==> src/rtl/uart_rx_core_if.sv <==
// Receive-side handshake bundle for uart_rx_core.
//   master : the receiver; drives the held word, its status flags and the
//            overrun pulse, and samples the consumer's rx_ready.
//   slave  : the consumer; samples the word and flags, and drives rx_ready.
// Signals:
//   rx_data     received word, LSB = first data bit on the line
//   rx_valid    rx_data / frame_err / parity_err hold a valid word
//   rx_ready    consumer accepts the word on a rising clock edge
//   frame_err   a stop bit of the held word sampled 0
//   parity_err  the held word failed its parity check
//   overrun_err one-cycle pulse: a completed frame was dropped
interface uart_rx_core_if #(
  parameter int DATA_BITS = 8
);
  logic [DATA_BITS-1:0] rx_data;
  logic                 rx_valid;
  logic                 rx_ready;
  logic                 frame_err;
  logic                 parity_err;
  logic                 overrun_err;

  modport master (
    output rx_data, rx_valid, frame_err, parity_err, overrun_err,
    input  rx_ready
  );

  modport slave (
    input  rx_data, rx_valid, frame_err, parity_err, overrun_err,
    output rx_ready
  );
endinterface

==> src/rtl/uart_rx_core.sv <==
// Oversampling UART receiver with a one-word output register.
// Ports:
//   clk    system clock, all state updates on its rising edge
//   reset  asynchronous active-low reset
//   rxd    asynchronous serial line, idles high
//   rx     handshake bundle (master side): word, valid/ready, error flags
//   busy   high whenever the receiver is not in IDLE
// A frame is start bit, DATA_BITS data bits LSB first, optional parity bit
// and STOP_BITS stop bits. Each bit is decided by a 3-sample majority vote
// around the middle of the bit.
module uart_rx_core #(
  parameter int CLK_FREQUENCY = 100000000,
  parameter int BAUD_RATE     = 9600,
  parameter int OVERSAMPLE    = 16,
  parameter int DATA_BITS     = 8,
  parameter int PARITY        = 0,
  parameter int STOP_BITS     = 1
) (
  input  logic           clk,
  input  logic           reset,
  input  logic           rxd,
  uart_rx_core_if.master rx,
  output logic           busy
);

  localparam int DIV_RAW = CLK_FREQUENCY / (OVERSAMPLE * BAUD_RATE);
  localparam int DIV     = (DIV_RAW < 1) ? 1 : DIV_RAW;
  localparam int DIV_W   = (DIV > 1) ? $clog2(DIV) : 1;
  localparam int SAMP_W  = $clog2(OVERSAMPLE);
  localparam int BIT_W   = $clog2(DATA_BITS);

  localparam logic [DIV_W-1:0]  DIV_LAST  = DIV_W'(DIV - 1);
  localparam logic [SAMP_W-1:0] SAMP_V0   = SAMP_W'(OVERSAMPLE / 2 - 1);
  localparam logic [SAMP_W-1:0] SAMP_V1   = SAMP_W'(OVERSAMPLE / 2);
  localparam logic [SAMP_W-1:0] SAMP_V2   = SAMP_W'(OVERSAMPLE / 2 + 1);
  localparam logic [SAMP_W-1:0] SAMP_LAST = SAMP_W'(OVERSAMPLE - 1);
  localparam logic [BIT_W-1:0]  BIT_LAST  = BIT_W'(DATA_BITS - 1);

  typedef enum logic [2:0] {
    S_IDLE,
    S_START,
    S_DATA,
    S_PARITY,
    S_STOP,
    S_WAIT_HIGH
  } state_t;

  state_t                state;
  logic                  rxd_s1;
  logic                  rxd_s2;
  logic                  rxd_d;
  logic [DIV_W-1:0]      div_cnt;
  logic [SAMP_W-1:0]     samp_cnt;
  logic [BIT_W-1:0]      bit_cnt;
  logic                  stop_cnt;
  logic                  samp0;
  logic                  samp1;
  logic [DATA_BITS-1:0]  shreg;
  logic                  ferr_acc;
  logic                  perr_acc;

  logic tick;
  logic vote_now;
  logic bit_end;
  logic vote;
  logic last_stop;

  function automatic logic maj3(input logic a, input logic b, input logic c);
    return (a & b) | (a & c) | (b & c);
  endfunction

  // Odd mode expects the XOR over data and parity bit to be 1, even mode 0.
  function automatic logic parity_fail(input logic [DATA_BITS-1:0] d,
                                       input logic p);
    logic x;
    x = (^d) ^ p;
    case (PARITY)
      1:       return ~x;
      2:       return x;
      default: return 1'b0;
    endcase
  endfunction

  assign tick      = (div_cnt == DIV_LAST);
  assign vote_now  = tick && (samp_cnt == SAMP_V2);
  assign bit_end   = tick && (samp_cnt == SAMP_LAST);
  // The third sample is taken live on the vote tick.
  assign vote      = maj3(samp0, samp1, rxd_s2);
  assign last_stop = (STOP_BITS == 1) || stop_cnt;
  assign busy      = (state != S_IDLE);

  always_ff @(posedge clk or negedge reset) begin
    if (!reset) begin
      state           <= S_IDLE;
      rxd_s1          <= 1'b1;
      rxd_s2          <= 1'b1;
      rxd_d           <= 1'b1;
      div_cnt         <= '0;
      samp_cnt        <= '0;
      bit_cnt         <= '0;
      stop_cnt        <= 1'b0;
      samp0           <= 1'b1;
      samp1           <= 1'b1;
      shreg           <= '0;
      ferr_acc        <= 1'b0;
      perr_acc        <= 1'b0;
      rx.rx_data      <= '0;
      rx.rx_valid     <= 1'b0;
      rx.frame_err    <= 1'b0;
      rx.parity_err   <= 1'b0;
      rx.overrun_err  <= 1'b0;
    end else begin
      rxd_s1 <= rxd;
      rxd_s2 <= rxd_s1;
      rxd_d  <= rxd_s2;

      rx.overrun_err <= 1'b0;
      // Acceptance clears valid; a frame completing in the same cycle
      // re-sets it further down.
      if (rx.rx_valid && rx.rx_ready) rx.rx_valid <= 1'b0;

      case (state)
        S_IDLE: begin
          div_cnt  <= '0;
          samp_cnt <= '0;
          bit_cnt  <= '0;
          stop_cnt <= 1'b0;
          ferr_acc <= 1'b0;
          perr_acc <= 1'b0;
          if (rxd_d && !rxd_s2) state <= S_START;
        end

        // Holding here until the line is high keeps a break from looking
        // like an endless stream of start bits.
        S_WAIT_HIGH: begin
          if (rxd_s2) state <= S_IDLE;
        end

        default: begin
          div_cnt <= tick ? '0 : div_cnt + 1'b1;
          if (tick) begin
            samp_cnt <= (samp_cnt == SAMP_LAST) ? '0 : samp_cnt + 1'b1;
            if (samp_cnt == SAMP_V0) samp0 <= rxd_s2;
            if (samp_cnt == SAMP_V1) samp1 <= rxd_s2;
          end

          case (state)
            S_START: begin
              if (vote_now && vote) state <= S_IDLE;
              else if (bit_end)     state <= S_DATA;
            end

            S_DATA: begin
              if (vote_now) shreg <= {vote, shreg[DATA_BITS-1:1]};
              if (bit_end) begin
                if (bit_cnt == BIT_LAST) begin
                  bit_cnt <= '0;
                  state   <= (PARITY != 0) ? S_PARITY : S_STOP;
                end else begin
                  bit_cnt <= bit_cnt + 1'b1;
                end
              end
            end

            S_PARITY: begin
              if (vote_now) perr_acc <= parity_fail(shreg, vote);
              if (bit_end)  state    <= S_STOP;
            end

            S_STOP: begin
              if (vote_now) begin
                if (last_stop) begin
                  // Frame ends at the vote; the rest of the stop bit is
                  // absorbed by WAIT_HIGH.
                  state <= S_WAIT_HIGH;
                  if (!rx.rx_valid || rx.rx_ready) begin
                    rx.rx_data    <= shreg;
                    rx.frame_err  <= ferr_acc | ~vote;
                    rx.parity_err <= perr_acc;
                    rx.rx_valid   <= 1'b1;
                  end else begin
                    rx.overrun_err <= 1'b1;
                  end
                end else begin
                  ferr_acc <= ferr_acc | ~vote;
                end
              end
              if (bit_end && !last_stop) stop_cnt <= 1'b1;
            end

            default: state <= S_IDLE;
          endcase
        end
      endcase
    end
  end

endmodule

==> src/flat_wrapper.sv <==
// flat-port wrapper written by rule: the top's interface ports become plain ports
module uart_rx_core_flat 
#(
  parameter int CLK_FREQUENCY = 100000000,
  parameter int BAUD_RATE     = 9600,
  parameter int OVERSAMPLE    = 16,
  parameter int DATA_BITS     = 8,
  parameter int PARITY        = 0,
  parameter int STOP_BITS     = 1
)
  (clk, reset, rxd, busy, rx_rx_data, rx_rx_valid, rx_frame_err, rx_parity_err, rx_overrun_err, rx_rx_ready);
  uart_rx_core_if #(.DATA_BITS(DATA_BITS)) rx_i ();
  input  logic clk;
  input  logic reset;
  input  logic rxd;
  output logic busy;
  output wire logic [$bits(rx_i.rx_data)-1:0] rx_rx_data;
  output wire logic [$bits(rx_i.rx_valid)-1:0] rx_rx_valid;
  output wire logic [$bits(rx_i.frame_err)-1:0] rx_frame_err;
  output wire logic [$bits(rx_i.parity_err)-1:0] rx_parity_err;
  output wire logic [$bits(rx_i.overrun_err)-1:0] rx_overrun_err;
  input wire logic [$bits(rx_i.rx_ready)-1:0] rx_rx_ready;
  assign rx_rx_data = rx_i.rx_data;
  assign rx_rx_valid = rx_i.rx_valid;
  assign rx_frame_err = rx_i.frame_err;
  assign rx_parity_err = rx_i.parity_err;
  assign rx_overrun_err = rx_i.overrun_err;
  assign rx_i.rx_ready = rx_rx_ready;
  uart_rx_core #(.CLK_FREQUENCY(CLK_FREQUENCY), .BAUD_RATE(BAUD_RATE), .OVERSAMPLE(OVERSAMPLE), .DATA_BITS(DATA_BITS), .PARITY(PARITY), .STOP_BITS(STOP_BITS)) u_core (.clk(clk), .reset(reset), .rxd(rxd), .rx(rx_i), .busy(busy));
endmodule
==> config.mk <==
export PLATFORM = sky130hd
export DESIGN_NAME = uart_rx_core_flat
export DESIGN_NICKNAME = d
export VERILOG_FILES = /design/src/rtl/uart_rx_core_if.sv /design/src/rtl/uart_rx_core.sv /design/src/flat_wrapper.sv
export SDC_FILE = /design/constraint.sdc
export NUM_CORES = 1
export LEC_CHECK = 0
export BUFFER_PORTS_ARGS = -buffer_cell sky130_fd_sc_hd__buf_4
export CAP_MARGIN = 40
export CORE_AREA = 2 2 96 61
export DETAILED_ROUTE_END_ITERATION = 8
export DIE_AREA = 0 0 98 63
export SYNTH_ARGS = -nofsm -noshare
export SYNTH_HDL_FRONTEND = slang
export SYNTH_SLANG_ARGS = --single-unit
==> constraint.sdc <==
create_clock -name clk -period 4.3 [get_ports clk]
set_input_delay 1.075 -clock clk [delete_from_list [all_inputs] [get_ports clk]]
set_output_delay 1.075 -clock clk [all_outputs]
set_load 0.05 [all_outputs]
# Yosys cells after proc, flatten, opt, wreduce, memory -nomap -nowiden

Cells that the tools add are included.

Bitwise logic cells: 8
Mux-type cells: 31
Equality and inequality tests: 18
Add/sub/neg operators: 3
Reductions and logical operators: 24

Operator list:

| cell                                           | count |
|---|---|
| 2-to-1 mux 3 bit                               | 11 |
| one-hot mux 10 bit (2 select lines)            | 1 |
| AND reduction 3 bit                            | 5 |
| == test 4 bit (second input constant)          | 3 |
| != test 4 x 1 -> 1 bit (second input constant) | 3 |
| one-hot mux 3 bit (2 select lines)             | 2 |
| one-hot mux 3 bit (4 select lines)             | 1 |
| 2-to-1 mux 1 bit                               | 11 |
| adder 10 x 1 -> 10 bit (second input constant) | 1 |
| == test 10 bit (second input constant)         | 1 |
| 2-to-1 mux 10 bit                              | 1 |
| nonzero test 2 bit                             | 5 |
| == test 3 bit (second input constant)          | 3 |
| 2-to-1 mux 4 bit                               | 2 |
| one-hot mux 4 bit (2 select lines)             | 1 |
| AND reduction 7 bit                            | 1 |
| == test 3 x 2 -> 1 bit (second input constant) | 2 |
| logical AND 1 bit                              | 5 |
| != test 5 x 1 -> 1 bit (second input constant) | 1 |
| adder 4 x 1 -> 4 bit (second input constant)   | 1 |
| == test 4 x 3 -> 1 bit (second input constant) | 1 |
| != test 2 x 1 -> 1 bit (second input constant) | 2 |
| != test 4 x 3 -> 1 bit (second input constant) | 1 |
| AND reduction 4 bit                            | 1 |
| other kinds (12)                               | 18 |

Flip-flop bits (word level): 46
Word-level logic and storage cells: 100

# Logic depth before layout (Yosys ltp)

Depth in word-level cells: 7
Depth in mapped cells: 7
Depth with buffers taken out: 6

# Least setup slack after synthesis

OpenSTA, ideal clock, no wires.

Path type: register to output
From: register u_core.state[2]
To: output port busy
Slack: 2.115 ns
Stages on the path, launching flop included: 4
Path buffers: 1
Required time: 3.225 ns
Arrival: 1.110 ns
Cell sequence: dfrtp_1 > clkbuf_1 > nor3_1 > inv_1

Longest elaborated chain between the ends: 1

RTL lines:

| what                     | line                | RTL |
|---|---|---|
| start: declaration       | uart_rx_core.sv:48  | `state_t state;` |
| start signal: assignment | uart_rx_core.sv:158 | `state <= (PARITY != 0) ? S_PARITY : S_STOP;` |
| nonzero test 3 bit       | uart_rx_core.sv:90  | `assign busy = (state != S_IDLE);` |
| end: declaration         | flat_wrapper.sv:16  | `output logic busy;` |

No other way between the ends.

# Worst setup path in the final report

From: register u_core.state[1]
To: output port busy

Same word-level chain as after synthesis.

==> flow_metrics.env <==
export IMPL_cts_resized=0
export IMPL_dp_cells=263
export IMPL_cts_htree_levels=2
export IMPL_top_layer="met4"
export IMPL_insertion_delay_ns=0.30
export IMPL_slew_limit_headroom_pct=52.64
export IMPL_clockBufferDepth=2
export IMPL_grt_setup_unrepaired="false"
export IMPL_fp_dieW_um=98
export IMPL_vdd_drop_max_mv=0.1303
export IMPL_drv_slew=0
export IMPL_grt_pass1_wl_um=6568
export IMPL_via_per_inst=5.199
export IMPL_yosysWarnings=0
export IMPL_fin_setup_tns_ns=0
export IMPL_status="finished, final reports clean"
export IMPL_cp_slowest_cell="dfrtp_1"
export IMPL_path_buf_inv=2
export IMPL_ys_async_sr_fraction_pct=100.0
export IMPL_arrival_ns=1.65
export IMPL_wl_per_cell_um=14.42
export IMPL_critical_path_max_stage_delay_ns=0.55
export IMPL_design_area_um2=2409
export IMPL_row_count=21
export IMPL_wl_met2_um=1418
export IMPL_fin_ws_ns=1.571
export IMPL_postSynth_topFlopCell="dfrtp_1"
export IMPL_port_buffers=15
export IMPL_regToRegSetupSlack_ns=1.95
export IMPL_clock_skew_ns=0.003412
export IMPL_fin_crit_sh_pct=63.47
export IMPL_core_area_um2=5334
export IMPL_cp_cell_sequence="nor3_1 -> inv_1 -> buf_4"
export IMPL_finalNonFillerCells=271
export IMPL_initial_core_util_pct=40.63
export IMPL_grt_usage_pct=13.55
export IMPL_grt_overflow=0
export IMPL_drt_total_wl_um=3907
export IMPL_synthToLayoutAreaGrowth_pct=11.14
export IMPL_synthCells=187
export IMPL_final_common_cell="dfrtp_1"
export IMPL_syn_nets=198
export IMPL_dpl_cell_area_um2=2316
export IMPL_max_freq_ghz=0.3664
export IMPL_cts_hold_buf=0
export IMPL_n_antenna_cell=0
export IMPL_min_path_type="reg -> reg"
export IMPL_worstSetupEndpointType="output pin"
export IMPL_pin_count=17
export IMPL_fin_total_pwr_uw=865.7
export IMPL_layout_drive_gt1_share_pct=26.73
export IMPL_dr_first_iter_drc_count=83
export IMPL_clk_pin_slew_ns=0.09
export IMPL_nets=212
export IMPL_floorplan_die_area_um2=6174
export IMPL_startpoint_type="flip-flop"
export IMPL_wl_met3_um=257
export IMPL_synth_cell_types=48
export IMPL_grt_start_max_net_pins=45
export IMPL_worst_ep_required_time_ns=3.22
export IMPL_cts_tree="yes"
export IMPL_wl_met1_um=2176
export IMPL_post_route_util_pct=45.16
export IMPL_hold_violations=0
export IMPL_post_cts_buffers=0
export IMPL_cts_buffers=5
export IMPL_synth_edf_count=0
export IMPL_seq_area_frac_synth_pct=51.10
export IMPL_postRouteAntennaNets=0
export IMPL_final_cell_mix="39 x dfrtp_1, 20 x nand2_1, 17 x mux2_2"
export IMPL_path_max_fanout=16
export IMPL_die_y_um=63
export IMPL_cap_viol_max_count=0
export IMPL_grt_pass1_vias=1306
export IMPL_clkSinkCount=44
export IMPL_antenna_found_initial=0
export IMPL_timing_hold_ws_ns=0.3607
export IMPL_place_detailed_hpwl_um=2671
export IMPL_finalSetupViolCount=0
export IMPL_vias=1409
export IMPL_cp_top_family="flip-flops"
export IMPL_dr_pass1_iters=4
export IMPL_drc=0
export IMPL_cts_root_buf="clkbuf_8"
export IMPL_fin_crit_ns=2.729
export IMPL_powerDensity_nw_per_um2=359.4
export IMPL_pre_cts_ws_ns=1.863
export IMPL_yosys_register_bits=44
export IMPL_tightest_slew_ns=0.7075
export IMPL_synth_area_per_cell_um2=11.59
export IMPL_place_gp_congestion=0.7473
export IMPL_crit_type="reg -> out"
export IMPL_synth_area_um2=2167
export IMPL_p_leak_nw=1.080
[synth_stat cells (4+ instances only)]
master	instances	share of area, %
nand2_1	20	3.5
ha_1	7	4.0
nor3_1	4	0.92
inv_1	5	0.87
dfstp_2	5	6.1
nand4_1	7	2.0
mux2_2	17	8.8
nand3_1	5	1.2
xnor2_1	6	2.4
clkbuf_1	4	0.69
nand3b_1	4	1.4
nor2_1	14	2.4
dfrtp_1	39	45
nor4b_1	4	1.6
o21ai_0	6	1.4
[where the power goes]
| group | internal, mW | total (mW) | switching [mW] |
|---|---|---|---|
| clock network | 0.115 | 0.267 | 0.151 |
| logic | 0.0487 | 0.132 | 0.0831 |
| registers | 0.438 | 0.467 | 0.0292 |
[area by class of cell]
| type | instances | area [um2] |
|---|---|---|
| Clock buffer | 5 | 68.82 |
| Clock inverter | 3 | 23.77 |
| Fill cell | 492 | 2925 |
| Inverter | 5 | 18.77 |
| Multi-Input combinational cell | 130 | 991.0 |
| Sequential cell | 44 | 1107 |
| Tap cell | 69 | 86.33 |
| Timing Repair Buffer | 15 | 112.6 |
[state kept, by name, indices dropped and copies added (netlist names)]
signal,count
u_core.state,3
u_core.rx.frame_err,1
u_core.bit_cnt,3
u_core.rxd_s1,1
u_core.samp0,1
u_core.samp1,1
u_core.shreg,8
u_core.div_cnt,10
u_core.rx.rx_valid,1
u_core.samp_cnt,4
u_core.rx.overrun_err,1
u_core.rxd_s2,1
u_core.rxd_d,1
u_core.rx.rx_data,8
[final timing paths]
kind                                                from                          end  depth (start not counted)
min reg2reg                      u_core.rxd_s1$_DFF_PN1_      u_core.rxd_s2$_DFF_PN1_                          0
min in group asynchronous                          reset  u_core.shreg[6]$_DFFE_PN0P_                          1
min                              u_core.rxd_s1$_DFF_PN1_      u_core.rxd_s2$_DFF_PN1_                          0
max                          u_core.state[1]$_DFFE_PN0P_                         busy                          3
max reg2reg                u_core.div_cnt[0]$_DFFE_PN0P_  u_core.shreg[5]$_DFFE_PN0P_                          6
max in group asynchronous                          reset     u_core.samp1$_DFFE_PN1P_                          1
[logic make-up after synthesis]
group           count (synthesis)  share of synthesized area [%]
mux                            19                          9.815
compound gates                 19                          6.005
fa+ha+maj                       8                          4.503
flops                          44                          51.10
simple gates                   75                          22.00
xor+xnor                        8                          3.233
other cells                     1                         0.1730
buf+inv                        13                          3.175
[worst register-to-register path: cells and delay by family (launching register included)]
kind	cells	cell delay [ns]
adder cells (fa/ha/maj)	1	0.17
buffers and inverters	1	0.10
multiplexers	1	0.39
flip-flops	1	0.41
AND/OR/NAND/NOR	3	1.19
[metal layers]
metal | global-route usage, % | vias up
li1 | - | 692
met1 | 21.66 | 666
met2 | 17.29 | 45
met3 | 3.356 | 6
met4 | 4.688 | 0
met5 | 0 | -
Note: power is estimated with default switching activity, not from simulation.
